### config.mk
export PLATFORM = sky130hd
export DESIGN_NAME = dmem_ctrl
export DESIGN_NICKNAME = d
export VERILOG_FILES = /design/src/rtl/dmem_ctrl.sv
export SDC_FILE = /design/constraint.sdc
export NUM_CORES = 1
export LEC_CHECK = 0
export CORE_MARGIN = 3
export CORE_UTILIZATION = 35
export CTS_CLUSTER_DIAMETER = 80
export DETAILED_ROUTE_END_ITERATION = 8
export PLACE_DENSITY = 0.67
export SETUP_SLACK_MARGIN = 0.02
export SYNTH_ARGS = -nofsm -noshare
export SYNTH_HDL_FRONTEND = slang
export SYNTH_SLANG_ARGS = --single-unit
### constraint.sdc
create_clock -name clk -period 5.8 [get_ports clk]
set_clock_uncertainty 0.15 [all_clocks]
set_input_delay 1.16 -clock clk [delete_from_list [all_inputs] [get_ports clk]]
set_output_delay 1.16 -clock clk [all_outputs]
set_load 0.01 [all_outputs]
### src/rtl/dmem_ctrl.sv
// Data-memory access controller: turns execute-stage load/store requests into
// single-beat bus transactions with byte lanes, alignment checks and a timeout.
module dmem_ctrl #(
  parameter int unsigned TIMEOUT = 255
) (
  input  logic        clk,
  input  logic        rst,
  input  logic        mem_read,
  input  logic        mem_write,
  input  logic [2:0]  funct3,
  input  logic [31:0] addr,
  input  logic [31:0] store_data,
  input  logic        flush,
  input  logic [31:0] bus_rdata,
  input  logic        bus_ready,
  output logic        bus_valid,
  output logic        bus_we,
  output logic [31:0] bus_addr,
  output logic [31:0] bus_wdata,
  output logic [3:0]  bus_be,
  output logic [31:0] load_data,
  output logic        load_valid,
  output logic        stall,
  output logic        misaligned,
  output logic        bus_err
);

  typedef enum logic [1:0] {IDLE, REQ, DONE} state_t;

  localparam logic [7:0] CNT_LAST = 8'(TIMEOUT - 1);

  state_t      state_reg, state_next;
  logic [7:0]  cnt_reg, cnt_next;
  logic [31:0] addr_reg, wdata_reg, load_data_reg;
  logic [3:0]  be_reg;
  logic [1:0]  off_reg;
  logic        we_reg, load_reg, err_reg;

  logic        size_byte, size_half, request, is_misaligned, accept, expire;
  logic [3:0]  be_calc;
  logic [31:0] wdata_calc;

  // Undefined funct3 encodings fall through to word size.
  assign size_byte = (funct3 == 3'b000) || (funct3 == 3'b100);
  assign size_half = (funct3 == 3'b001) || (funct3 == 3'b101);
  assign request   = (mem_read | mem_write) & ~flush;
  assign is_misaligned = size_half ? addr[0] : (!size_byte && (addr[1:0] != 2'b00));

  always_comb begin
    be_calc    = 4'b1111;
    wdata_calc = store_data;
    if (size_byte) begin
      be_calc    = 4'b0001 << addr[1:0];
      wdata_calc = {4{store_data[7:0]}};
    end else if (size_half) begin
      be_calc    = 4'b0011 << addr[1:0];
      wdata_calc = {2{store_data[15:0]}};
    end
  end

  always_comb begin
    state_next = state_reg;
    cnt_next   = cnt_reg;
    stall      = 1'b0;
    misaligned = 1'b0;
    accept     = 1'b0;
    expire     = 1'b0;
    case (state_reg)
      IDLE: begin
        if (request) begin
          if (is_misaligned) begin
            misaligned = 1'b1;
          end else begin
            accept     = 1'b1;
            stall      = 1'b1;
            cnt_next   = 8'd0;
            state_next = REQ;
          end
        end
      end
      REQ: begin
        // flush is deliberately not looked at here: an issued beat always completes.
        stall = 1'b1;
        if (bus_ready) begin
          state_next = DONE;
        end else if (cnt_reg == CNT_LAST) begin
          expire     = 1'b1;
          state_next = DONE;
        end else begin
          cnt_next = cnt_reg + 8'd1;
        end
      end
      DONE: state_next = IDLE;
      default: state_next = IDLE;
    endcase
  end

  always_ff @(posedge clk) begin
    if (rst) begin
      state_reg     <= IDLE;
      cnt_reg       <= 8'd0;
      addr_reg      <= 32'd0;
      wdata_reg     <= 32'd0;
      be_reg        <= 4'd0;
      off_reg       <= 2'd0;
      we_reg        <= 1'b0;
      load_reg      <= 1'b0;
      err_reg       <= 1'b0;
      load_data_reg <= 32'd0;
    end else begin
      state_reg <= state_next;
      cnt_reg   <= cnt_next;
      err_reg   <= expire;
      if (accept) begin
        addr_reg  <= {addr[31:2], 2'b00};
        off_reg   <= addr[1:0];
        we_reg    <= mem_write;
        load_reg  <= ~mem_write;
        be_reg    <= be_calc;
        wdata_reg <= wdata_calc;
      end
      if (state_reg == REQ && bus_ready && load_reg) begin
        load_data_reg <= bus_rdata >> {off_reg, 3'b000};
      end else if (expire && load_reg) begin
        load_data_reg <= 32'd0;
      end
    end
  end

  assign bus_valid  = (state_reg == REQ);
  assign bus_we     = we_reg;
  assign bus_addr   = addr_reg;
  assign bus_wdata  = wdata_reg;
  assign bus_be     = be_reg;
  assign load_data  = load_data_reg;
  assign load_valid = (state_reg == DONE) && load_reg;
  assign bus_err    = err_reg;

endmodule

# --- After elaboration in Yosys (flattened, before gate mapping) ---
# Index checks and enable logic that the tools add are counted.
word_totals:
  register_bits: 113
  input_bits: 105
  out_inout_bits: 106
  word_cells: 71
classes:
  n_addsub: 1
  n_eq_ne: 11
  shift: 3
  muxes: 27
  bitwise_logic: 4
  n_reduce_logical: 15
ops:
  columns: ["cell", "count"]
  rows:
  - ["32-bit two-way mux", 4]
  - ["8-bit two-way mux", 4]
  - ["32-bit by 5-bit right shift with 32-bit output", 1]
  - ["8-bit case mux with 2 select lines", 1]
  - ["1-bit two-way mux", 10]
  - ["8-bit by 1-bit adder with 8-bit output (second input constant)", 1]
  - ["8-bit equality test (second input constant)", 1]
  - ["2-bit two-way mux", 4]
  - ["4-bit two-way mux", 2]
  - ["2-bit != test (second input constant)", 4]
  - ["3-bit equality test (second input constant)", 2]
  - ["2-bit nonzero test", 3]
  - ["1-bit logical AND", 5]
  - ["5-bit AND reduction", 1]
  - ["2-bit case mux with 2 select lines", 1]
  - ["1-bit by 2-bit left shift with 4-bit output (first input constant)", 1]
  - ["2-bit by 2-bit left shift with 4-bit output (first input constant)", 1]
  - ["3-bit by 1-bit equality test with 1-bit output (second input constant)", 1]
  - ["3-bit logical NOT", 1]
  - ["3-bit by 2-bit != test with 1-bit output (second input constant)", 1]
  - ["3-bit AND reduction", 1]
  - ["2-bit by 1-bit equality test with 1-bit output (second input constant)", 1]
  - ["2-bit equality test (second input constant)", 1]
  - ["2-bit logical NOT", 1]
  - ["other kinds (6)", 8]

# --- Logic depth before layout (Yosys ltp) ---
logic_depth:
  ltp_word: 8
  ltp_mapped: 7
  depth_no_buf: 6

# --- Worst setup path after synthesis ---
# OpenSTA, ideal clock, no wires.
synth_timing:
  path_type: "input -> output"
  startpoint: "input funct3[1]"
  endpoint: "output stall"
  arrival_ns: 2.308
  required_ns: 4.490
  setup_slack_ns: 2.182
  path_stages: 7
  path_buffers: 3
  path_cell_list: "buf_4 > inv_2 > mux2_2 > buf_4 > clkbuf_1 > a21oi_1 > nor2_1"
synth_via:
  elab_chain_len: 8
  word_cells_on_any_way: 12
  cone_classes: "eq/ne: 3; mux: 4; reduce/logical: 5"
synth_rtl:
  columns: ["element", "line", "text"]
  rows:
  - ["start: declaration", "10", "input logic [2:0] funct3,"]
  - ["3-bit equality test / 3-bit logical NOT (equally long branches)", "44", "assign size_byte = (funct3 == 3'b000) || (funct3 == 3'b100);"]
  - ["1-bit logical OR", "44", null]
  - ["1-bit logical NOT", "47", "assign is_misaligned = size_half ? addr[0] : (!size_byte && (addr[1:0] != 2'b00));"]
  - ["1-bit logical AND", "47", null]
  - ["1-bit two-way mux *", "47", null]
  - ["1-bit two-way mux *", "71", "if (is_misaligned) begin"]
  - ["1-bit two-way mux *", "70", "if (request) begin"]
  - ["1-bit case mux with 2 select lines *", "68", "case (state_reg)"]
  - ["end: declaration", "23", "output logic stall,"]
# Mark *: on every way between the ends. The rest lies on a longest branch, timed or not.

# --- Worst setup path in the final report ---
# Ends and elaborated chain as after synthesis.

==> results.json <==
{
  "timing.fmax_ghz": 0.2151,
  "synth_top_area_share_pct": 43.90,
  "ys_warn_count": 0,
  "io_buffers": 207,
  "syn_to_final_growth_pct": 52.19,
  "grt_max_degree": 84,
  "drive_gt1_share_pct": 7.227,
  "yosysTopAreaCell": "dfxtp_1",
  "synth-seq-cells": 113,
  "cp_cell_sequence": "clkdlybuf4s50_1 -> buf_4 -> inv_2 -> mux2_2 -> a21oi_1 -> nor2_1 -> clkdlybuf4s50_1",
  "r2r_slack_ns": 3.19,
  "initial_utilization_pct": 36.41,
  "reg2reg_depth": 4,
  "slew_viol_final": 0,
  "hold_path_class": "register to register",
  "wl_per_cell_um": 18.06,
  "cp-startpoint": "funct3[1]",
  "cts_sinks": 113,
  "gp_congestion": 0.8627,
  "p_int_mw": 1.713,
  "dp.cells": 909,
  "rr_endpoint": "bus_wdata[14]",
  "cts_setup_buffers": 0,
  "synth-edff-count": 0,
  "cp-endpoint": "stall",
  "drcViolationCount": 0,
  "yosysMostFrequentCell": "dfxtp_1",
  "synth_area_sq_um": 5152,
  "ctsResizeCount": 0,
  "die-height_um": 127.3,
  "grt_usage_pct": 20.46,
  "fp.dieW_um": 127.3,
  "period_needed_ns": 4.649,
  "rsz0062_at_grt": "false",
  "p_sw_share_pct": 24.50,
  "finalSetupTns_ns": 0,
  "leakage_nw": 2.753,
  "p_total_mw": 2.269,
  "cp.arrival_ns": 3.34,
  "htree_num_levels": 4,
  "grt_pass1_wl_um": 26750,
  "max_stage_delay_ns": 0.51,
  "antenna_found_initial": 0,
  "finalSetupViolations": 0,
  "synth_common_cells": "dfxtp_1, a21oi_1, o21ai_0, nand3_1, nand2_1",
  "drtIter0Drc": 379,
  "clkPwrFrac_pct": 48.9,
  "clk_pin_slew_ns": 0.05,
  "hpwl_um": 11710,
  "clk_path_buf_depth": 2,
  "crit_type": "input pin to output port",
  "yosysSeqAreaShare_pct": 43.90,
  "synth_cell_types": 50,
  "path_common_cell": "clkdlybuf4s50_1",
  "syn_inst": 571,
  "dr.pass1.iters": 6,
  "worst_pin_slew_ns": 0.9019,
  "crit-reg2reg-launch": "state_reg[1]",
  "wl_um": 16990,
  "dieArea_sq_um": 16210,
  "final_area_sq_um": 7841,
  "synth_top_flop_cell": "dfxtp_1",
  "synth_area_leaders": "dfxtp_1, a21oi_1, mux2i_1, o21ai_0, nand3_1",
  "outcome": "completed",
  "critPathMaxFanout": 22,
  "netSwitchingPower_mw": 0.5559,
  "clkLatencyLatePin_ns": 0.41,
  "cp-start-kind": "input pin",
  "root_buffer": "clkbuf_16",
  "pwr-share-seq_pct": 36.5,
  "grt_overflow": 0,
  "final_cell_count_no_fill": 941,
  "period_share_pct": 80.15,
  "powerDensity_nw_per_um2": 289.4,
  "fp-row-count": 43,
  "cp_slowest_cell": "clkdlybuf4s50_1",
  "n_antenna_cell": 0,
  "via_per_inst": 5.531,
  "cts_hold_buf": 0,
  "io_pins": 211,
  "avgSynthCellArea_sq_um": 9.024,
  "coreArea_sq_um": 14150,
  "placed_area_sq_um": 7203,
  "numCtsBuffers": 17,
  "worstPathRequired_ns": 4.49,
  "vdd_drop_max_mv": 0.2178,
  "vias": 5205,
  "cts_tree": "built",
  "synth-async-reset-ratio_pct": 0,
  "hold_viol_final": 0,
  "drtAntennaViolNets": 0,
  "cap_violations": 0,
  "slew_headroom_pct": 39.87,
  "combPwrFrac_pct": 14.7,
  "final_core_util_pct": 55.42,
  "layout.nets": 859,
  "grt_pass1_vias": 4957,
  "end_kind": "output port"
}
-- metrics by stage --
step | worst slack, ns | hold slack [ns]
detailed placement | 1.164 | 0.3020
global route | 1.057 | 0.3332
finish | 1.151 | 0.3125
floorplan | 2.182 | 0.3380
CTS | 1.162 | 0.3142
global placement | 1.168 | 0.2966
-- final cells by class --
| class | count | area [sq um] |
|---|---|---|
| Inverter | 4 | 15.01 |
| Tap cell | 180 | 225.2 |
| Fill cell | 1271 | 6309 |
| Clock inverter | 13 | 185.2 |
| Multi-Input combinational cell | 396 | 2566 |
| Sequential cell | 113 | 2262 |
| Clock buffer | 19 | 452.9 |
| Timing Repair Buffer | 216 | 2135 |
-- metal layers --
metal	vias up	share of wire, %	track usage [%]
met5	-	0	0
met4	0	2.0	6.814
met3	24	7.8	7.274
met2	212	48	32.46
met1	2479	42	25.94
li1	2490	-	-
-- cell families (layout without fill, tap and decap cells) --
family          count (synthesis)  after routing  synth area share [%]
compound gates                228            228                 28.12
fa+ha+maj                       6              6                 1.457
buf+inv                        63            252                 6.362
flops                         113            113                 43.90
mux                            37             37                 7.479
other cells                     1              2               0.07278
simple gates                  123            123                 12.60
-- layout by cell type (no fill, tap or decap), types with 5 or more instances in the layout --
master,instances
a211o_1,8
a211oi_1,11
a21oi_1,75
a22o_1,16
a311oi_1,14
a32o_1,8
buf_4,9
clkbuf_16,17
clkdlybuf4s50_1,206
clkinvlp_4,5
dfxtp_1,113
ha_1,6
mux2i_1,34
nand2_1,38
nand3_1,46
nor2_1,7
nor2b_1,11
o2111ai_1,8
o21ai_0,56
o21ai_1,13
o2bb2ai_1,8
-- power groups by stage --
stage	logic (mW)	registers (mW)	clock network, mW
4_1_cts	0.333	0.827	1.13
2_1_floorplan	0.153	0.852	0
3_3_place_gp	0.326	0.842	0
6_report	0.333	0.827	1.11
3_5_place_dp	0.331	0.843	0
5_1_grt	0.360	0.831	1.17
-- worst min-delay path by stage --
stage	from	to	slack, ns	cells past startpoint
4_1_cts	load_data[23]	load_data[23]	0.31	1
2_1_floorplan	cnt_reg[7]	cnt_reg[7]	0.34	2
6_report	load_data[23]	load_data[23]	0.31	1
5_1_grt	load_data[5]	load_data[5]	0.33	1
3_5_place_dp	load_data[23]	load_data[23]	0.30	1
3_3_place_gp	load_data[23]	load_data[23]	0.30	1
-- worst max-delay path: cells and delay by family --
| family | cells | cell delay [ns] |
|---|---|---|
| AOI/OAI and AO/OA | 1 | 0.17 |
| buffers and inverters | 4 | 1.44 |
| muxes | 1 | 0.50 |
| and+or+nand+nor | 1 | 0.05 |
Note: power is estimated with default switching activity, not from simulation.
